**src/rtl/drp_mux_pkg.sv**
```systemverilog
// Shared types and constants for the sequenced DRP fan-out mux.
// Local register offsets are counted down from the all-ones address.
package drp_mux_pkg;

    typedef enum logic [1:0] {
        IDLE,
        ISSUE,
        WAIT,
        DONE
    } state_t;

    localparam logic [2:0] SEL_PORT_LO = 3'd0;
    localparam logic [2:0] SEL_PORT_HI = 3'd1;
    localparam logic [2:0] SEL_DRP_LO  = 3'd2;
    localparam logic [2:0] SEL_DRP_HI  = 3'd3;
    localparam logic [2:0] STATUS      = 3'd4;

    localparam logic [31:0] TIMEOUT_DATA = 32'hFFFF_FFFF;

endpackage

```
**src/rtl/drp_lsb_onehot.sv**
```systemverilog
// Lowest-set-bit isolator: keeps only the least significant 1 of vec.
module drp_lsb_onehot #(
    parameter int N = 2
) (
    input  logic [N-1:0] vec,
    output logic [N-1:0] onehot
);

    assign onehot = vec & (~vec + N'(1));

endmodule

```
**src/rtl/drp_mux_seq.sv**
```systemverilog
// Sequenced DRP fan-out from one upstream master to N quad DRP ports.
// One access outstanding; writes broadcast to selected quads, reads resolve to one quad.
module drp_mux_seq
    import drp_mux_pkg::*;
#(
    parameter int N           = 2,
    parameter int AW_QUAD     = 9,
    parameter int DW          = 32,
    parameter int TIMEOUT_CYC = 1024
) (
    input  logic                   drp_clk,
    input  logic                   drp_rst_n,
    input  logic [AW_QUAD-1:0]     fpga_drpaddr,
    input  logic [DW-1:0]          fpga_drpdi,
    input  logic                   fpga_drpen,
    input  logic                   fpga_drpwe,
    output logic [DW-1:0]          fpga_drpdo,
    output logic                   fpga_drprdy,
    output logic [N*AW_QUAD-1:0]   quad_drpaddr,
    output logic [N*DW-1:0]        quad_drpdi,
    output logic [N-1:0]           quad_drpwe,
    output logic [N-1:0]           quad_drpen,
    output logic [N-1:0]           quad_int_reg,
    input  logic [N*DW-1:0]        quad_drpdo,
    input  logic [N-1:0]           quad_drprdy,
    output logic                   busy
);

    localparam int TW = $clog2(TIMEOUT_CYC);

    state_t             state;
    logic [63:0]        drp_sel;
    logic [63:0]        port_sel;
    logic               timeout_sticky;
    logic               overlap_sticky;
    logic [N-1:0]       pending;
    logic [N-1:0]       en_r;
    logic [N-1:0]       int_r;
    logic [TW-1:0]      timer;
    logic [AW_QUAD-1:0] addr_r;
    logic [DW-1:0]      di_r;
    logic [DW-1:0]      do_r;
    logic               we_r;
    logic               rdy_r;

    logic [AW_QUAD-1:0] offset;
    logic [2:0]         reg_sel;
    logic               is_local;
    logic [N-1:0]       mask;
    logic [N-1:0]       mask_lsb;
    logic [N-1:0]       issue_set;
    logic [N-1:0]       hit;
    logic [N-1:0]       hit_lsb;
    logic [N-1:0]       pend_next;
    logic [DW-1:0]      local_rdata;
    logic [DW-1:0]      quad_rdata;

    drp_lsb_onehot #(.N(N)) u_target (
        .vec    (mask),
        .onehot (mask_lsb)
    );

    drp_lsb_onehot #(.N(N)) u_capture (
        .vec    (hit),
        .onehot (hit_lsb)
    );

    always_comb begin
        // Distance below the all-ones address; the top five codes are local.
        offset     = ~fpga_drpaddr;
        reg_sel    = offset[2:0];
        is_local   = (offset <= AW_QUAD'(STATUS));
        mask       = drp_sel[N-1:0] | port_sel[N-1:0];
        issue_set  = fpga_drpwe ? mask : mask_lsb;
        hit        = pending & quad_drprdy;
        pend_next  = pending & ~quad_drprdy;
        quad_rdata = '0;
        for (int i = 0; i < N; i++) begin
            quad_rdata = quad_rdata | (quad_drpdo[i*DW +: DW] & {DW{hit_lsb[i]}});
        end
        case (reg_sel)
            SEL_DRP_HI:  local_rdata = drp_sel[63:32];
            SEL_DRP_LO:  local_rdata = drp_sel[31:0];
            SEL_PORT_HI: local_rdata = port_sel[63:32];
            SEL_PORT_LO: local_rdata = port_sel[31:0];
            default:     local_rdata = {30'b0, overlap_sticky, timeout_sticky};
        endcase
    end

    always_ff @(posedge drp_clk) begin
        if (!drp_rst_n) begin
            state          <= IDLE;
            drp_sel        <= '0;
            port_sel       <= '0;
            timeout_sticky <= 1'b0;
            overlap_sticky <= 1'b0;
            pending        <= '0;
            en_r           <= '0;
            int_r          <= '0;
            timer          <= '0;
            addr_r         <= '0;
            di_r           <= '0;
            do_r           <= '0;
            we_r           <= 1'b0;
            rdy_r          <= 1'b0;
        end else begin
            rdy_r <= 1'b0;
            en_r  <= '0;
            if (fpga_drpen && state != IDLE) begin
                overlap_sticky <= 1'b1;
            end
            case (state)
                IDLE: begin
                    if (fpga_drpen && is_local) begin
                        state <= DONE;
                        rdy_r <= 1'b1;
                        if (!fpga_drpwe) begin
                            do_r <= local_rdata;
                        end else if (reg_sel == STATUS) begin
                            timeout_sticky <= timeout_sticky & ~fpga_drpdi[0];
                            overlap_sticky <= overlap_sticky & ~fpga_drpdi[1];
                        end else begin
                            // Any select write starts from an empty selection.
                            drp_sel  <= '0;
                            port_sel <= '0;
                            case (reg_sel)
                                SEL_DRP_HI:  drp_sel[63:32]  <= fpga_drpdi;
                                SEL_DRP_LO:  drp_sel[31:0]   <= fpga_drpdi;
                                SEL_PORT_HI: port_sel[63:32] <= fpga_drpdi;
                                default:     port_sel[31:0]  <= fpga_drpdi;
                            endcase
                        end
                    end else if (fpga_drpen) begin
                        if (mask == '0) begin
                            state <= DONE;
                            rdy_r <= 1'b1;
                            do_r  <= '0;
                        end else begin
                            addr_r  <= fpga_drpaddr;
                            di_r    <= fpga_drpdi;
                            we_r    <= fpga_drpwe;
                            pending <= issue_set;
                            int_r   <= port_sel[N-1:0] & issue_set;
                            en_r    <= issue_set;
                            state   <= ISSUE;
                        end
                    end
                end
                ISSUE: begin
                    timer <= '0;
                    state <= WAIT;
                end
                WAIT: begin
                    pending <= pend_next;
                    if ((|hit) && !we_r) begin
                        do_r <= quad_rdata;
                    end
                    // A response that empties pending beats a coincident timeout.
                    if (pend_next == '0) begin
                        state <= DONE;
                        rdy_r <= 1'b1;
                    end else if (timer == TW'(TIMEOUT_CYC - 1)) begin
                        state          <= DONE;
                        rdy_r          <= 1'b1;
                        do_r           <= TIMEOUT_DATA;
                        timeout_sticky <= 1'b1;
                        pending        <= '0;
                    end else begin
                        timer <= timer + TW'(1);
                    end
                end
                DONE: begin
                    state <= IDLE;
                end
                default: begin
                    state <= IDLE;
                end
            endcase
        end
    end

    assign fpga_drpdo   = do_r;
    assign fpga_drprdy  = rdy_r;
    assign quad_drpaddr = {N{addr_r}};
    assign quad_drpdi   = {N{di_r}};
    assign quad_drpwe   = {N{we_r}};
    assign quad_drpen   = en_r;
    assign quad_int_reg = int_r;
    assign busy         = (state != IDLE);

endmodule

```
**config.mk**
```make
export PLATFORM = sky130hd
export DESIGN_NAME = drp_mux_seq
export DESIGN_NICKNAME = d
export VERILOG_FILES = /design/src/rtl/drp_mux_pkg.sv /design/src/rtl/drp_lsb_onehot.sv /design/src/rtl/drp_mux_seq.sv
export SDC_FILE = /design/constraint.sdc
export NUM_CORES = 1
export LEC_CHECK = 0
export BUFFER_PORTS_ARGS = -buffer_cell sky130_fd_sc_hd__buf_2
export CORE_ASPECT_RATIO = 1.4
export CORE_UTILIZATION = 35
export DETAILED_ROUTE_END_ITERATION = 8
export PLACE_DENSITY_LB_ADDON = 0.05
export SYNTH_ARGS = -nofsm -noshare
export SYNTH_HDL_FRONTEND = slang
export SYNTH_SLANG_ARGS = --single-unit
```
**constraint.sdc**
```tcl
create_clock -name drp_clk -period 2.1 [get_ports drp_clk]
set_input_delay 0.21 -clock drp_clk [delete_from_list [all_inputs] [get_ports drp_clk]]
set_output_delay 0.21 -clock drp_clk [all_outputs]
set_load 0.005 [all_outputs]
```
# Yosys cells after proc, flatten, opt, wreduce, memory -nomap -nowiden
# Cells that the tools add are included.
# word_totals
register_bits	223
latch_bits	0
ram_bits	0
mem_bits_ro	0
out_inout_bits	122
wordCells	129
memories	0
# classes
n_addsub	3
mul	0
n_div	0
magnitude_cmp	1
n_eq_ne	21
shifts	0
mux	46
bitwise_logic	23
reduce_logical	21
# op_table
cell	count
2-to-1 mux 32 bit	11
one-hot mux 32 bit (4 select lines)	1
bitwise AND 32 bit	2
one-hot mux 32 bit (2 select lines)	1
OR 32 bit	1
2-to-1 mux 2 bit	11
2-to-1 mux 10 bit	2
one-hot mux 10 bit (2 select lines)	1
inequality test 2 bit, second input constant	9
AND reduction 4 bit	4
2-to-1 mux 1 bit	15
inequality test 3 bit, second input constant	4
adder 10 x 1 -> 10 bit, second input constant	1
bitwise AND 2 bit	5
== test 10 bit, second input constant	1
<= comparator 9 x 3 -> 1 bit, second input constant	1
NOT 9 bit	1
NOT 1 bit	8
one-hot mux 2 bit (4 select lines)	1
== test 3 x 2 -> 1 bit, second input constant	2
zero test 2 bit	3
NOT 2 bit	3
AND reduction 6 bit	1
nonzero test 2 bit	3
other kinds (17)	23

# Logic depth before layout (Yosys ltp)
# logic_depth
word_depth	10
ltp_mapped	9
mapped_depth_nobuf	7

# Modules after synthesis
# Synthesis repeated with hierarchy kept, for this count alone.
# unflattened
hier_cells	1371
area_unflattened_um2	10735.3
# modules_own_cells
module	instances	cells_per_inst	area_per_inst_um2
drp_mux_seq	1	1367	10692.8
drp_lsb_onehot	2	2	21.3

# Worst setup path after synthesis
# No wires, ideal clock.
# synth_timing
kind	reg-to-reg
startpoint	reg state[0]
endpoint	reg do_r[14], in the netlist fpga_drpdo[14]
setup_time_ns	0.086
arrival_time_ns	1.962
slack_ns	0.052
path_stages_with_launch	10
cell_sequence	dfxtp_1 inv_1 ha_1 clkbuf_1 nand3b_1 nor4_1 a211o_2 buf_4 o21ai_1 a221oi_2
# synth_between
elab_chain_len	3
word_cells_on_any_way	8
# synth_rtl
item	line_no	text
start, declared	drp_mux_seq.sv:31	state_t state;
start signal, assigned	drp_mux_seq.sv:92	state <= IDLE;
start signal, assigned	drp_mux_seq.sv:115	state <= DONE;
start signal, assigned	drp_mux_seq.sv:135	state <= DONE;
zero test 2 bit or == test 2 bit (tied branches)	drp_mux_seq.sv:112	case (state)
inequality test 3 bit (no line) or nonzero test 2 bit (tied branches)	-	
AND reduction 4 bit (no line)	-	
end signal, assigned	drp_mux_seq.sv:118	do_r <= local_rdata;
end signal, assigned	drp_mux_seq.sv:156	do_r <= quad_rdata;
end, declared	drp_mux_seq.sv:42	logic [DW-1:0] do_r;
# Several ways; a longest one is shown, not always the timed one.
# A chain may end at the register's enable or synchronous reset.

# Worst setup path in the final report
# layout_timing
startpoint	in fpga_drpaddr[3]
endpoint	reg do_r[25], in the netlist fpga_drpdo[25]
# layout_between
elab_chain_len	5
word_cells_on_any_way	9
# layout_rtl
item	line_no	text
start, declared	drp_mux_seq.sv:13	input logic [AW_QUAD-1:0] fpga_drpaddr,
NOT 9 bit (*)	drp_mux_seq.sv:70	offset = ~fpga_drpaddr;
<= comparator 9 x 3 -> 1 bit (*)	drp_mux_seq.sv:72	is_local = (offset <= AW_QUAD'(STATUS));
logical AND 1 bit (*)	drp_mux_seq.sv:114	if (fpga_drpen && is_local) begin
inequality test 3 bit (no line) or 2-to-1 mux 32 bit (tied branches)	-	
AND reduction 4 bit (no line) or one-hot mux 32 bit (2 select lines) (tied branches)	-	
# Every way passes the cells marked *; elsewhere a longest branch is shown, timed or not.

==> run metrics <==
grt ovf=0; Port Buffers=232; drt first pass iters=4; Worst Path Required=2.51 ns; part of the power in registers=38.8%; Cell Area, Synth=10370 um2; DP Wirelength=22680 um; PwrDens=861.0 nW/um2; #FFs+latches synth=223; post-route minimum period=1.962 ns; Die Wd=147.5 um; Clock Tree Buf Depth=3; Worst Hold Class=in -> reg; WHS=0.02151 ns; actual slew at the worst max-slew pin=0.5121 ns; logic gate share of total power=21.8%; critical path fanouts, max=32; initial antenna violation count=0; kind of critical path=in -> reg; Routability Congestion=0.7946; switching share of power=29.20%; share of the synthesized area in the top cell type=43.04%; largest net degree at the start of global routing=65; DR WL/cell=17.89 um; CTS tree=built; Initial Util=35.56%; root buf cell=clkbuf_16; top flop regs=drp_sel x64, port_sel x64; Clock Pin Slew Worst Setup and Hold Paths=0.06 ns; overall global routing resource usage=21.85%; Clock power frac=39.4%; asr flop ratio synth=0%; syn nets=1403; endpoint class of the critical path=flop; most common cell after layout, fill and taps aside=nand2_1; post-route antenna net violation count=0; vias in the first global route=9245; internal power=8.066 mW; final slew viol count=0; Final Hold Fails=0; Critical Path AT=2.37 ns; synth top area cells=dfxtp_1 (43%), a21oi_1 (12%), nand2_1 (10%); H-tree depth=1; leak pwr=5.043 nW; Fill cells=2930; average size of a mapped cell=8.053 um2; initial DRC count=641; die area=30340 um2; CTS sink cnt=223; outcome=completed; unique cell type count in the Yosys netlist=53; Peak VDD IR=0.5222 mV; Slew headroom=65.86%; Std-Cell Rows=74; remaining routing DRC violations=0; fin crit share=93.42%; startpoint type of the worst setup path=primary input; register area share after synthesis=43.04%; Final Setup Violations=0; number of diodes=0; pre-CTS WS=0.02469 ns; largest area contributor in the netlist=dfxtp_1; synth warn=0; nets=1606; I/O pins=233; Max Clock Freq=0.5097 GHz; Post-Synthesis Cells=1288; DR vias/cell=5.265; Synth-to-Final Area Change=27.58%; worst setup slack after layout=0.1382 ns; NetSw=3.327 mW; clk_skew=0.01282 ns; Clk Latency, worst-skew pair=0.52 ns; ys flop type=dfxtp_1; Max-cap violations=0; Post-synth EDFFs=0; CTS buffer count=24; WL final=33780 um; first-pass GRT wire length=52760 um; share of cells above drive strength 1=25.46%; die height=205.7 um; Core ar.=29170 um2; most frequent cells in the layout=nand2_1 (285), a21oi_1 (240), buf_2 (232); routed via count=9941
[synth_stat cells, drive strengths merged (12+ instances only)]
master,number
inv,12
o21ai,24
a22oi,32
mux4,24
nand2,285
buf,65
a21oi,240
clkbuf,95
nand3,146
dfxtp,223
o221a,26
nor2,22
[area by class of cell]
class,count,area (um2),area share (%)
multi-input cells,893,5139,38.83
flip-flops and latches,223,4464,33.74
repair buffers,337,2267,17.13
clock buffers,38,734.5,5.550
well taps,380,475.5,3.593
clock inverters,5,102.6,0.7753
inverters,12,50.05,0.3782
[stage by stage]
step | utilization [%] | total power, mW | TNS [ns] | instances | area, um2
2_1_floorplan | - | 5.983 | 0 | 1288 | 10370
3_3_place_gp | 41.09 | 6.941 | 0 | 1808 | 11980
3_5_place_dp | 41.09 | 6.954 | 0 | 1808 | 11980
4_1_cts | 45.23 | 11.55 | 0 | 1888 | 13190
5_1_grt | 45.37 | 11.95 | -0.0004292 | 1888 | 13230
6_report | 45.37 | 11.39 | 0 | 1888 | 13230
[worst max-delay path: stages]
cell and delay (ns):
dlygate4sd3_1 0.54, buf_2 0.15, nand4_2 0.19, or3_4 0.48, a211oi_4 0.25, buf_12 0.23
a21oi_1 0.06, o221a_1 0.24
[cells by family after synthesis]
logic type	Yosys count	synth area share, %
AO/OA/AOI/OAI	361	21.42
XOR/XNOR	2	0.1689
adder cells (fa/ha/maj)	4	0.4825
buffers and inverters	172	8.058
flip-flops	223	43.04
multiplexers	30	5.790
AND/OR/NAND/NOR	496	21.04
[path summary, 6_finish.rpt]
path | from | to | slack (ns) | depth (start not counted)
max | fpga_drpaddr[3] | fpga_drpdo[25] | 0.14 | 8
min | fpga_drpdi[0] | di_r[0] | 0.02 | 3
max reg2reg | port_sel[0] | fpga_drpdo[7] | 0.16 | 6
min reg2reg | port_sel[27] | port_sel[27] | 0.45 | 2
[routing by layer]
layer	GRT usage, %	vias to the layer above	wire [um]
li1	-	4911	-
met5	0	-	0
met1	29.59	4733	15430
met3	2.882	26	1672
met2	36.91	271	16260
met4	4.639	0	422
[power groups by stage]
stage               combinational (mW)  clock (mW)  sequential, mW
floorplan                         1.47           0            4.51
global placement                  2.42           0            4.52
detailed placement                2.44           0            4.52
CTS                               2.50        4.63            4.42
global route                      2.71        4.81            4.43
finish                            2.48        4.49            4.42
[repair_timing]
action | CTS | global route
setup buffers | 0 | 0
setup endpoints to repair | 0 | 27
hold endpoints to repair | 133 | 0
hold buffers | 37 | 0
resized for setup | 0 | 7
No activity file was read; power rests on OpenSTA's default activity.
